### src/rtl/rx_cmd_deframer.sv
// Pops host command packets (header + optional 2-byte payload) from the rx FIFO and
// presents each as one {cmd, payload} word with a valid/accept handshake.
module rx_cmd_deframer #(
   parameter logic [7:0]  CMD_PAYLOAD_A = 8'h05,
   parameter logic [7:0]  CMD_PAYLOAD_B = 8'h06,
   parameter int unsigned TIMEOUT       = 65535,
   parameter int unsigned CW            = 16
) (
   input  logic        clk,
   input  logic        rst,
   input  logic [7:0]  rx_rdata,
   input  logic        rx_rempty,
   output logic        rx_rinc,
   input  logic        ft_busy,
   output logic [7:0]  cmd,
   output logic [15:0] payload,
   output logic        has_payload,
   output logic        cmd_valid,
   input  logic        cmd_accept,
   output logic        timeout_err
);

   // state    | meaning
   // IDLE     | waiting for a header byte
   // POP_CMD  | pop and latch header
   // GAP_CMD  | dead cycle for rempty, decode payload flag
   // WAIT_MSB | waiting for payload msb (timed)
   // POP_MSB  | pop and latch payload msb
   // GAP_MSB  | dead cycle for rempty
   // WAIT_LSB | waiting for payload lsb (timed)
   // POP_LSB  | pop and latch payload lsb
   // PRESENT  | cmd_valid held until cmd_accept
   typedef enum logic [3:0] {
      S_IDLE, S_POP_CMD, S_GAP_CMD, S_WAIT_MSB, S_POP_MSB,
      S_GAP_MSB, S_WAIT_LSB, S_POP_LSB, S_PRESENT
   } state_t;

   state_t        state, state_nxt;
   logic [CW-1:0] tmo_cnt;
   logic          byte_rdy;
   logic          waiting;
   logic          tmo_hit;
   logic          is_pl;

   assign byte_rdy = !rx_rempty && !ft_busy;
   assign waiting  = (state == S_WAIT_MSB) || (state == S_WAIT_LSB);
   assign tmo_hit  = waiting && !byte_rdy && (tmo_cnt == CW'(TIMEOUT - 1));
   assign is_pl    = (cmd == CMD_PAYLOAD_A) || (cmd == CMD_PAYLOAD_B);

   always_ff @(posedge clk) begin
      if (rst) state <= S_IDLE;
      else     state <= state_nxt;
   end

   always_comb begin
      state_nxt = state;
      case (state)
         S_IDLE:     if (byte_rdy) state_nxt = S_POP_CMD;
         S_POP_CMD:  state_nxt = S_GAP_CMD;
         S_GAP_CMD:  state_nxt = is_pl ? S_WAIT_MSB : S_PRESENT;
         S_WAIT_MSB: begin
            if (byte_rdy)     state_nxt = S_POP_MSB;
            else if (tmo_hit) state_nxt = S_IDLE;
         end
         S_POP_MSB:  state_nxt = S_GAP_MSB;
         S_GAP_MSB:  state_nxt = S_WAIT_LSB;
         S_WAIT_LSB: begin
            if (byte_rdy)     state_nxt = S_POP_LSB;
            else if (tmo_hit) state_nxt = S_IDLE;
         end
         S_POP_LSB:  state_nxt = S_PRESENT;
         S_PRESENT:  if (cmd_accept) state_nxt = S_IDLE;
         default:    state_nxt = S_IDLE;
      endcase
   end

   always_comb begin
      rx_rinc     = (state == S_POP_CMD) || (state == S_POP_MSB) || (state == S_POP_LSB);
      cmd_valid   = (state == S_PRESENT);
      timeout_err = tmo_hit;
   end

   // Bytes are latched in the same cycle the pop strobe is high (FIFO head is first-word-fall-through).
   always_ff @(posedge clk) begin
      if (rst) begin
         cmd         <= '0;
         payload     <= '0;
         has_payload <= 1'b0;
         tmo_cnt     <= '0;
      end else begin
         case (state)
            S_POP_CMD: begin
               cmd     <= rx_rdata;
               payload <= '0;
            end
            S_GAP_CMD: has_payload <= is_pl;
            S_POP_MSB: payload[15:8] <= rx_rdata;
            S_POP_LSB: payload[7:0]  <= rx_rdata;
            default: ;
         endcase
         if (waiting && !byte_rdy && !tmo_hit) tmo_cnt <= tmo_cnt + 1'b1;
         else                                  tmo_cnt <= '0;
      end
   end

endmodule

### config.mk
export PLATFORM = sky130hd
export DESIGN_NAME = rx_cmd_deframer
export DESIGN_NICKNAME = d
export VERILOG_FILES = /design/src/rtl/rx_cmd_deframer.sv
export SDC_FILE = /design/constraint.sdc
export NUM_CORES = 1
export LEC_CHECK = 0
export CAP_MARGIN = 15
export CORE_MARGIN = 5
export CORE_UTILIZATION = 40
export CTS_CLUSTER_DIAMETER = 100
export CTS_CLUSTER_SIZE = 10
export DETAILED_ROUTE_END_ITERATION = 7
export HOLD_SLACK_MARGIN = 0.02
export PLACE_DENSITY = 0.72
export SYNTH_ARGS = -nofsm -noshare
export SYNTH_HDL_FRONTEND = slang
export SYNTH_SLANG_ARGS = --single-unit
### constraint.sdc
create_clock -name clk -period 1.6 [get_ports clk]
set_input_delay 0.32 -clock clk [delete_from_list [all_inputs] [get_ports clk]]
set_output_delay 0.32 -clock clk [all_outputs]
set_load 0.01 [all_outputs]
# After elaboration in Yosys (flattened, before gate mapping)
# Index checks and enable logic that the tools add are counted.
# word_totals
input_bits,13
output_inout_bits,28
wordCells,47
register_bits,45
# op_classes
n_addsub,1
bitwise_logic,1
n_mux,9
n_eq_ne,13
reduce_logical,17
# ops
operator,count
4-bit case mux with 9 select lines,1
8-bit case mux with 2 select lines,2
4-bit 2-to-1 mux,6
16-bit by 1-bit adder with 16-bit output (second input constant),1
16-bit == test (second input constant),1
4-bit by 3-bit == test with 1-bit output (second input constant),4
8-bit by 3-bit == test with 1-bit output (second input constant),2
4-bit by 2-bit == test with 1-bit output (second input constant),2
4-bit by 1-bit == test with 1-bit output (second input constant),1
4-bit == test (second input constant),1
1-bit logical AND,4
1-bit zero test,4
4-bit zero test,1
1-bit logical OR,4
2-bit nonzero test,2
2-bit by 1-bit inequality test with 1-bit output (second input constant),1
2-bit inequality test (second input constant),1
2-bit AND reduction,1
2-bit OR reduction,1
1-bit NOT,1

# Longest topological paths before layout
# Gate-level depths: netlist of the first run.
# logic_depth
word_depth,9
ltp_mapped,8
depth_no_buf,6

# Least setup slack after synthesis of the first run
# No wires, ideal clock.
# synth_path
kind,register to output
startpoint,reg state[1]
endpoint,out rx_rinc
arrival_time_ns,1.318
path_buffers,1
setup_slack_ns,-0.038
t_required_ns,1.280
stages_incl_launch_ff,5
path_cell_list,dfxtp_1 buf_2 nor4b_2 nor2_2 nand2_1
# synth_via
elab_chain_len,3
word_cells_on_any_way,5
cone_classes,eq/ne (3); reduce/logical (2)
# synth_lines
item,line,text
"start, declared",38,"state_t state, state_nxt;"
"start signal, assigned",52,else state <= state_nxt;
4-bit by 1-bit == test with 1-bit output or 4-bit by 3-bit == test with 1-bit output (tied branches),78,rx_rinc = (state == S_POP_CMD) || (state == S_POP_MSB) || (state == S_POP_LSB);
1-bit logical OR,78,
1-bit logical OR (*),78,
"end, declared",13,"output logic rx_rinc,"
# Every way passes the cells marked *; elsewhere a longest branch is shown, timed or not.

# Worst setup path in the final report of the first run
# layout_path
startpoint,reg tmo_cnt[2]
endpoint,out timeout_err
# layout_via
elab_chain_len,2
# layout_lines
item,line,text
"start, declared",39,logic [CW-1:0] tmo_cnt;
"start signal, assigned",101,if (waiting && !byte_rdy && !tmo_hit) tmo_cnt <= tmo_cnt + 1'b1;
16-bit == test,47,assign tmo_hit = waiting && !byte_rdy && (tmo_cnt == CW'(TIMEOUT - 1));
1-bit logical AND,47,
"end, declared",20,output logic timeout_err
# No other way between the ends.

==> qor.txt, run 1 <==
Unique masters post-synth -> 45
Multi-input gate area -> 1075 um2
Number of fillers in the final layout -> 424
Final WL -> 5.403 mm
CTS tree -> yes
Fin nets -> 328
Top Ports -> 41
Highest-count cells in the layout ignoring fill and taps -> buf_4 (43), clkdlybuf4s50_1 (35), dfxtp_1 (33)
Crit path required time -> 1280 ps
Core Region -> 4755 um2
Final Power -> 3.133 mW
Endpoint of the worst hold-timing path -> cmd[2]
Gp weighted congestion -> 0.8342
Crit share post-route -> 1.125
Final min period -> 1800 ps
Hold_buf cts -> 0
Hold depth -> 2
Status -> finished with violations
Worst min path class -> reg2reg
R2R depth -> 5
Post-route setup TNS -> -200.1 ps
Area grow syn2layout -> 53.29%
Warning count from the yosys run -> 0
CP endpoint kind -> primary output
Maximum vdd drop -> 545.8 uV
Root Driver -> clkbuf_8
Reg2Reg Setup Slack -> 10 ps
Relative slew slack -> 0.7335
PD cells -> 1043 nW/um2
Mapped Cells -> 227
Estimated wirelength of the detail-placed design -> 3.707 mm
M1 GR Usage -> 0.2313
Width of the chip -> 80.01 um
Worst clock skew -> 12.07 ps
Global-route usage over all layers -> 0.1776
I/O Buffers -> 40
Latest clock arrival within the worst-skew pair -> 300 ps
Most common cell after layout, fill and taps aside -> buf_4
Rows -> 25
RSZ-0062 raised after global routing -> yes
Pleak -> 1.168 nW
CP Max Fanout -> 3
Leading area contributor after synthesis -> dfxtp_1
Sequential Area -> 925.9 um2
Async set-reset flop share out of synthesis -> 0
Antenna viol nets, final -> 0
1st-pass router iterations -> 4
Top cell type's share of synthesized area -> 0.4595
Global route hottest layer -> met2
Max Buffers Root-to-Sink -> 2
Final-report hold violation count -> 0
Iter 0 DRT Violations -> 106
Count of final max-slew check failures -> 0
Die Area -> 6402 um2
Vias -> 1912
Setup WS post-layout -> -200.1 ps
Post-Syn Area per Cell -> 8.637 um2
Setup-failing EPs final -> 1
Critical R2R Capture -> tmo_cnt[15]
GR Overflow Total -> 0
Starting Density -> 0.4124
Crit start category -> flip-flop
Post-synth EDFFs -> 0
Ys flop type -> dfxtp_1
Synthesized area -> 1961 um2
Post-DR vias/cell -> 5.018
Die H -> 80.01 um
# clock sinks -> 45
Number of global-route vias before repair -> 1873
DRC Markers -> 0
ANT cells -> 0
Layout cells sized above 1 -> 0.3217
Initial antenna violation count -> 0
Worst Max-Slew Pin Slew -> 396.9 ps
Synth area leaders -> dfxtp_1 (46%), nand2_1 (6.3%), nor2_1 (5.0%), a21oi_1 (4.9%), nand3_1 (4.3%)
Critical Path AT -> 1480 ps
Global Route met3 Usage -> 0.03499
Pin count of the biggest net entering global routing -> 28
Max Cap Viol -> 0
Violated checks -> setup timing
Reg clk slew, reported paths -> 90 ps
HP Start -> cmd[2]
Num CTS Buffers -> 5
First-pass GRT wire length -> 8.956 mm
RR Startpoint -> tmo_cnt[9]
Net Count, Synth -> 242
GR Util met2 -> 0.2914
H-tree levels -> 2
Worst Setup Path Type -> reg2out
Seq cells post-synth -> 45
Sequential fraction of the synthesis area -> 0.4595
Fin Hold WS -> 477.3 ps
Maximum clock rate -> 0.5555 GHz
Avg WL per Cell -> 14.18 um
synth_stat cells (all sizes together), types with 2 or more instances:
master / instances
and2b: 2
o22ai: 2
nand2: 33
xnor2: 4
nand3: 17
ha: 2
buf: 5
inv: 4
nor3: 3
a21oi: 20
nor2: 29
xor2: 9
a22oi: 9
and3: 3
or3: 2
dfxtp: 45
nand2b: 2
nor2b: 3
clkbuf: 7
nor4: 4
o21ai: 2
nand4: 5
and4: 2
or4: 2
critical path, cell delays in order, from the launching register on:
cell,delay (ps)
dfxtp_2,330
nand4_1,160
nor4_2,360
nor2b_2,210
buf_2,140
state kept, by name (all words and copies together), names as in the netlist:
register,cells
payload,16
tmo_cnt,16
cmd,8
state,4
has_payload,1
power breakdown:
part	total, mW	internal [mW]	switching [mW]
combinational	1.14	0.596	0.545
sequential	1.32	1.23	0.0982
clock	0.668	0.303	0.365
total	3.13	2.12	1.01
through the flow:
step / instances / instance area [um2] / util / worst slack, ps
after global routing: 381 / 3005 / 0.6321 / -319.8
final: 381 / 3005 / 0.6321 / -200.1
after global placement: 362 / 2715 / 0.5711 / -425.6
after detailed placement: 362 / 2715 / 0.5711 / -429.3
after CTS: 378 / 2933 / 0.6168 / -225.0
after floorplan: 227 / 1969 / - / 52.15
kinds of logic (layout without fill, tap and decap cells):
group / after synthesis / in the layout / share of synthesized area
compound gates: 39 / 39 / 0.1283
simple gates: 112 / 112 / 0.3012
xor+xnor: 13 / 13 / 0.05807
buf+inv: 16 / 103 / 0.04020
fa+ha+maj: 2 / 2 / 0.01276
flops: 45 / 45 / 0.4595
how the worst max path moves through the flow:
stage,startpoint,endpoint,cells after the start
after global placement,tmo_cnt[0],timeout_err,6
after floorplan,state[3],rx_rinc,5
after global routing,tmo_cnt[5],timeout_err,4
after detailed placement,tmo_cnt[0],timeout_err,6
after CTS,tmo_cnt[3],timeout_err,4
final,tmo_cnt[2],timeout_err,4
timing repair:
action,4_1_cts,5_1_grt
endpoints found under the setup margin,11,13
setup buffers,8,6
pin swaps,9,12
gates resized for setup,39,18
per-layer routing:
| layer | vias to the layer above | share of wire | wire (um) |
|---|---|---|---|
| met3 | 4 | 0.036 | 194 |
| li1 | 961 | - | - |
| met1 | 907 | 0.46 | 2497 |
| met4 | 0 | 0.011 | 58 |
| met5 | - | 0 | 0 |
| met2 | 40 | 0.49 | 2652 |
cell type report:
cell class | count | share of cell area
clock buffer | 6 | 0.02415
clock inverter | 2 | 0.003331
inverter | 4 | 0.004996
multi-input combinational | 166 | 0.3576
sequential | 45 | 0.3081
tap | 67 | 0.02789
timing repair buffer | 91 | 0.2739
Power figures use the tool's default switching activity.
==> inputs of run 2 (changes only) <==
--- a/config.mk
+++ b/config.mk
@@ -7,12 +7,12 @@
 export LEC_CHECK = 0
 export CAP_MARGIN = 15
 export CORE_MARGIN = 5
-export CORE_UTILIZATION = 40
+export CORE_UTILIZATION = 37
 export CTS_CLUSTER_DIAMETER = 100
 export CTS_CLUSTER_SIZE = 10
 export DETAILED_ROUTE_END_ITERATION = 7
 export HOLD_SLACK_MARGIN = 0.02
-export PLACE_DENSITY = 0.72
+export PLACE_DENSITY = 0.67
 export SYNTH_ARGS = -nofsm -noshare
 export SYNTH_HDL_FRONTEND = slang
 export SYNTH_SLANG_ARGS = --single-unit
==> run 2 against run 1 <==
The run still ends with setup timing left. Register-to-register slack worse by 50 ps. Non-clock buffer count unchanged. Hold slack worse by 1.9 ps. Combinational power about the same. Power up 2.9%. Die area up 7.1%. Maximum frequency down 2.5%. First-iteration DRC count down 20%. Utilization down 4.5 points. Count of clock-buffer cells in the layout down 1. Clock power up 8.8%. Critical path type unchanged. Critical endpoint unchanged.
==> qor.txt, run 2 (synthesized netlist as in run 1, its figures left out) <==
Status -> finished with violations (unchanged)
Violated checks -> setup timing (unchanged)
Setup WS post-layout -> -247.1 ps (was -200.1 ps)
ANT cells -> 0 (unchanged)
DRC Markers -> 0 (unchanged)
Highest-count cells in the layout ignoring fill and taps -> buf_4 (44), dfxtp_1 (35), nand2_1 (33), clkdlybuf4s50_1 (33), nor2_1 (25) (was buf_4 (43), clkdlybuf4s50_1 (35), dfxtp_1 (33))
Crit path required time -> 1280 ps (about the same)
Gp weighted congestion -> 0.7964 (was 0.8342)
Die H -> 82.80 um (was 80.01 um)
Antenna viol nets, final -> 0 (unchanged)
Final Power -> 3.223 mW (was 3.133 mW)
Global-route usage over all layers -> 0.1587 (was 0.1776)
Biggest regs -> payload: 16 flops, tmo_cnt: 16 flops, cmd: 8 flops (unchanged)
Worst Max-Slew Pin Slew -> 497.3 ps (was 396.9 ps)
Number of global-route vias before repair -> 1807 (was 1873)
Relative slew slack -> 0.6661 (was 0.7335)
Rows -> 26 (was 25)
Max Cap Viol -> 0 (unchanged)
I/O Buffers -> 40 (unchanged)
Worst Setup Path Type -> reg2out (unchanged)
Maximum clock rate -> 0.5414 GHz (was 0.5555 GHz)
CTS tree -> yes (unchanged)
Estimated wirelength of the detail-placed design -> 3.763 mm (was 3.707 mm)
PD cells -> 1068 nW/um2 (was 1043 nW/um2)
Setup-failing EPs final -> 2 (was 1)
Count of final max-slew check failures -> 0 (unchanged)
Starting Density -> 0.3815 (was 0.4124)
Most common cell after layout, fill and taps aside -> buf_4 (unchanged)
Layout cells sized above 1 -> 0.3153 (was 0.3217)
Critical R2R Capture -> state[0] (was tmo_cnt[15])
Reg clk slew, reported paths -> 90 ps (about the same)
Pleak -> 1.171 nW (was 1.168 nW)
Core Util, Final -> 0.5869 (was 0.6321)
Iter 0 DRT Violations -> 85 (was 106)
Die Area -> 6855 um2 (was 6402 um2)
Pin count of the biggest net entering global routing -> 28 (unchanged)
Critical Path AT -> 1530 ps (was 1480 ps)
RR Startpoint -> state[2] (was tmo_cnt[9])
Avg WL per Cell -> 14.12 um (was 14.18 um)
Area grow syn2layout -> 53.86% (was 53.29%)
GR Overflow Total -> 0 (unchanged)
Maximum vdd drop -> 540.8 uV (was 545.8 uV)
Latest clock arrival within the worst-skew pair -> 290 ps (was 300 ps)
Worst clock skew -> 11.56 ps (was 12.07 ps)
H-tree levels -> 2 (unchanged)
Final-report hold violation count -> 0 (unchanged)
Reg2Reg Setup Slack -> -40 ps (was 10 ps)
RSZ-0062 raised after global routing -> yes (unchanged)
Hold depth -> 2 (unchanged)
Endpoint of the worst hold-timing path -> payload[9] (was cmd[2])
Crit share post-route -> 1.154 (was 1.125)
CP Max Fanout -> 3 (unchanged)
1st-pass router iterations -> 4 (unchanged)
Width of the chip -> 82.80 um (was 80.01 um)
HP Start -> payload[9] (was cmd[2])
Post-DR vias/cell -> 4.979 (was 5.018)
Top Ports -> 41 (unchanged)
First-pass GRT wire length -> 8.349 mm (was 8.956 mm)
CP endpoint kind -> primary output (unchanged)
Final WL -> 5.421 mm (was 5.403 mm)
Core Region -> 5140 um2 (was 4755 um2)
Root Driver -> clkbuf_8 (unchanged)
DP Worst Slack -> -476.5 ps (was -429.3 ps)
Vias -> 1912 (unchanged)
Final min period -> 1847 ps (was 1800 ps)
Initial antenna violation count -> 0 (unchanged)
Max Buffers Root-to-Sink -> 2 (unchanged)
Crit start category -> flip-flop (unchanged)
Fin Hold WS -> 475.4 ps (was 477.3 ps)
# clock sinks -> 45 (unchanged)
Fin nets -> 328 (unchanged)
Num CTS Buffers -> 5 (unchanged)
Worst min path class -> reg2reg (unchanged)
R2R depth -> 5 (unchanged)
-- run 2: cell count changes in the layout (fill, tap and decap cells not counted), moves of 2 or more --
cell | previous run | this run
buf_12 | 2 | 0
clkinv_2 | 2 | 0
nor4_1 | 0 | 2
nor4_4 | 3 | 1
dfxtp_1 | 33 | 35
nor2b_4 | 0 | 2
dlymetal6s2s_1 | 1 | 3
clkdlybuf4s50_1 | 35 | 33
dfxtp_2 | 8 | 6
-- run 2: per-stage QoR --
step | TNS [ps] | cell area [um2] | instances
after floorplan | 0 | 1969 | 227
final | -286.9 | 3017 | 384
after detailed placement | -2386 | 2701 | 366
after global routing | -834.7 | 3017 | 384
after CTS | -297.9 | 2880 | 380
after global placement | -2007 | 2701 | 366
-- run 2: routing by layer --
| metal | vias to the layer above | routed length (um) | global-route usage | part of all wire |
|---|---|---|---|---|
| met2 | 33 | 2611 | 0.2556 | 0.48 |
| met3 | 11 | 164 | 0.02700 | 0.030 |
| met5 | - | 0 | 0 | 0 |
| met1 | 909 | 2529 | 0.2161 | 0.47 |
| li1 | 959 | - | - | - |
| met4 | 0 | 114 | 0.05065 | 0.021 |
-- run 2: critical path: stages (launching register included) --
cell     delay [ps]
dfxtp_2         330
inv_1            50
ha_1            140
nand4_1          90
nor4_2          230
buf_4           160
nor2b_4         150
buf_6           110
-- run 2: worst max-delay path by stage --
stage | slack (ps) | startpoint | end | cells after the start
after floorplan | 50 | state[3] | rx_rinc | 5
after global placement | -400 | tmo_cnt[0] | timeout_err | 7
after detailed placement | -480 | tmo_cnt[3] | timeout_err | 5
after CTS | -290 | tmo_cnt[0] | timeout_err | 7
after global routing | -370 | tmo_cnt[0] | timeout_err | 7
final | -250 | tmo_cnt[0] | timeout_err | 7
-- run 2: layout make-up --
type                    count  area, um2
clock buffers               5      68.82
repair buffers             91      807.0
well taps                  70      87.58
fillers                   467       2123
flip-flops and latches     45      923.4
inverters                   4      15.01
multi-input cells         166       1090
clock inverters             3      25.02
-- run 2: report_power, final --
part | internal [mW] | switching [mW]
sequential | 1.22 | 0.102
clock | 0.316 | 0.411
combinational | 0.605 | 0.565
-- run 2: timing repair --
| action | CTS | global route |
|---|---|---|
| endpoints found under the setup margin | 7 | 24 |
| pin swaps | 6 | 7 |
| buffers inserted | 6 | 4 |
| resized for setup | 30 | 26 |
| gates cloned | 0 | 0 |
| hold buffers | 0 | 0 |
==> inputs of run 3 (changes only) <==
--- a/config.mk
+++ b/config.mk
@@ -8,11 +8,13 @@
 export CAP_MARGIN = 15
 export CORE_MARGIN = 5
 export CORE_UTILIZATION = 37
+export CTS_BUF_LIST = sky130_fd_sc_hd__clkbuf_8 sky130_fd_sc_hd__clkbuf_16
 export CTS_CLUSTER_DIAMETER = 100
 export CTS_CLUSTER_SIZE = 10
 export DETAILED_ROUTE_END_ITERATION = 7
 export HOLD_SLACK_MARGIN = 0.02
 export PLACE_DENSITY = 0.67
+export SETUP_SLACK_MARGIN = 0.1
 export SYNTH_ARGS = -nofsm -noshare
 export SYNTH_HDL_FRONTEND = slang
 export SYNTH_SLANG_ARGS = --single-unit
==> run 3 against run 2 <==
The flow still finishes with violations (setup timing). First-iteration DRC count decreased by 14%. Design area fell by 1.7%. Non-clock buffer count decreased by 2. Via count decreased by 2.4%. Sequential power about the same. Worst setup slack better by 35 ps.
==> qor.txt, run 3 (synthesized netlist as in run 1, its figures left out) <==
Reg clk slew, reported paths -> 90 ps (about the same)
Sw power -> 1.066 mW (was 1.078 mW)
Internal power -> 2.116 mW (was 2.145 mW)
Violated checks -> setup timing (unchanged)
Critical Path AT -> 1490 ps (was 1530 ps)
Latest clock arrival within the worst-skew pair -> 300 ps (was 290 ps)
Num CTS Buffers -> 5 (unchanged)
Top delay family on crit path -> simple AND/OR/NAND/NOR gates (unchanged)
Most common cell after layout, fill and taps aside -> buf_4 (unchanged)
Core Region -> 5140 um2 (unchanged)
Count of final max-slew check failures -> 0 (unchanged)
Setup-failing EPs final -> 2 (unchanged)
Pleak -> 1.229 nW (was 1.171 nW)
Layout cells sized above 1 -> 0.3301 (was 0.3153)
Die H -> 82.80 um (unchanged)
GR Overflow Total -> 0 (unchanged)
Max Cap Viol -> 0 (unchanged)
Maximum clock rate -> 0.5520 GHz (was 0.5414 GHz)
Pin count of the biggest net entering global routing -> 28 (unchanged)
Avg WL per Cell -> 13.71 um (was 14.12 um)
Gp weighted congestion -> 0.7617 (was 0.7964)
Hold_buf cts -> 0 (unchanged)
1st-pass router iterations -> 4 (unchanged)
Worst clock skew -> 12.24 ps (was 11.56 ps)
Multi-input gate area -> 1086 um2 (was 1090 um2)
Final WL -> 5.237 mm (was 5.421 mm)
Starting Density -> 0.3815 (unchanged)
Fin nets -> 326 (was 328)
Relative slew slack -> 0.6962 (was 0.6661)
Antenna viol nets, final -> 0 (unchanged)
Crit start category -> flip-flop (unchanged)
Worst Max-Slew Pin Slew -> 452.5 ps (was 497.3 ps)
ANT cells -> 0 (unchanged)
First-pass GRT wire length -> 8.576 mm (was 8.349 mm)
Die Area -> 6855 um2 (unchanged)
Placed Area -> 2726 um2 (was 2701 um2)
RSZ-0062 raised after global routing -> yes (unchanged)
Global-route usage over all layers -> 0.1655 (was 0.1587)
Root Driver -> clkbuf_8 (unchanged)
DRC Markers -> 0 (unchanged)
Core Util, Final -> 0.5772 (was 0.5869)
Biggest regs -> payload: 16 flops, tmo_cnt: 16 flops, cmd: 8 flops (unchanged)
Worst min path class -> reg2reg (unchanged)
Initial antenna violation count -> 0 (unchanged)
Crit share post-route -> 1.132 (was 1.154)
PD cells -> 1073 nW/um2 (was 1068 nW/um2)
Post-DR vias/cell -> 4.885 (was 4.979)
Buf/Inv on CP -> 1 (was 3)
Crit path required time -> 1280 ps (about the same)
Area grow syn2layout -> 51.31% (was 53.86%)
Rows -> 26 (unchanged)
Vias -> 1866 (was 1912)
Combinational share of power -> 0.359 (was 0.363)
Number of global-route vias before repair -> 1889 (was 1807)
Max Buffers Root-to-Sink -> 2 (unchanged)
Iter 0 DRT Violations -> 73 (was 85)
I/O Buffers -> 40 (unchanged)
Critical Path Max Stage Delay -> 360 ps (was 330 ps)
Worst Setup Path Type -> reg2out (unchanged)
Estimated wirelength of the detail-placed design -> 3.753 mm (was 3.763 mm)
CTS tree -> yes (unchanged)
Number of fillers in the final layout -> 497 (was 467)
Top Ports -> 41 (unchanged)
Sw frac -> 0.3350 (was 0.3345)
CP endpoint kind -> primary output (unchanged)
Highest-count cells in the layout ignoring fill and taps -> buf_4 (43), dfxtp_1 (34), nand2_1 (31) (was buf_4 (44), dfxtp_1 (35), nand2_1 (33), clkdlybuf4s50_1 (33), nor2_1 (25))
CP Cell Sequence -> nand4_1, nor4_2, nor2b_2, buf_2 (was inv_1, ha_1, nand4_1, nor4_2, buf_4, nor2b_4, buf_6)
CP Max Fanout -> 3 (unchanged)
Clock power share -> 0.227 (was 0.225)
Setup WS post-layout -> -211.7 ps (was -247.1 ps)
Design area -> 2967 um2 (was 3017 um2)
Maximum vdd drop -> 483.2 uV (was 540.8 uV)
Final-report hold violation count -> 0 (unchanged)
Status -> finished with violations (unchanged)
Width of the chip -> 82.80 um (unchanged)
Slowest CP cell -> nor4_2 (was dfxtp_2)
Flop pwr share -> 0.414 (was 0.412)
# clock sinks -> 45 (unchanged)
H-tree levels -> 2 (unchanged)
Sequential Area -> 924.6 um2 (was 923.4 um2)
Final min period -> 1812 ps (was 1847 ps)
run 3: tightest hold or removal path, stage by stage, from the launching register on:
cell and delay, ps:
dfxtp_1 320, nand3_1 60, a21oi_1 60
run 3: stage by stage:
step	std cells	TNS [ps]	hold WS [ps]	power (mW)	setup WS [ps]
after floorplan	227	0	448.6	1.818	83.60
final	382	-239.5	468.0	3.183	-211.7
after global placement	367	-2063	455.3	2.367	-371.5
after detailed placement	367	-2416	458.1	2.366	-488.1
after CTS	380	-238.4	469.6	3.168	-238.4
after global routing	382	-511.5	499.7	3.375	-349.2
run 3: worst paths after layout:
check             startpoint  cells past startpoint  slack (ps)          end
setup / recovery  tmo_cnt[4]                      4        -210  timeout_err
hold / removal    payload[9]                      2         470   payload[9]
setup reg to reg    state[2]                      6         -30     state[1]
hold reg to reg   payload[9]                      2         470   payload[9]
run 3: area by class of cell:
class                   instances  share of cell area
clock buffers                   5             0.02320
multi-input cells             166              0.3661
flip-flops and latches         45              0.3117
repair buffers                 89              0.2560
clock inverters                 3            0.008435
well taps                      70             0.02952
inverters                       4            0.005061
run 3: power by group through the flow:
stage / clock, mW / sequential, mW / combinational (mW)
3_3_place_gp: 0 / 1.32 / 1.04
3_5_place_dp: 0 / 1.33 / 1.04
6_report: 0.723 / 1.32 / 1.14
2_1_floorplan: 0 / 1.33 / 0.491
5_1_grt: 0.802 / 1.33 / 1.24
4_1_cts: 0.742 / 1.31 / 1.11
run 3: what timing repair did:
item	in CTS	in global routing
endpoints found under the setup margin	47	30
resized for setup	74	4
buffers inserted	7	2
pin swaps	14	3
run 3: per-layer routing:
metal	routed length (um)	GRT usage	vias up
li1	-	-	957
met1	2449	0.2141	869
met2	2553	0.2740	38
met3	193	0.03888	2
met4	41	0.04902	0
met5	0	0	-
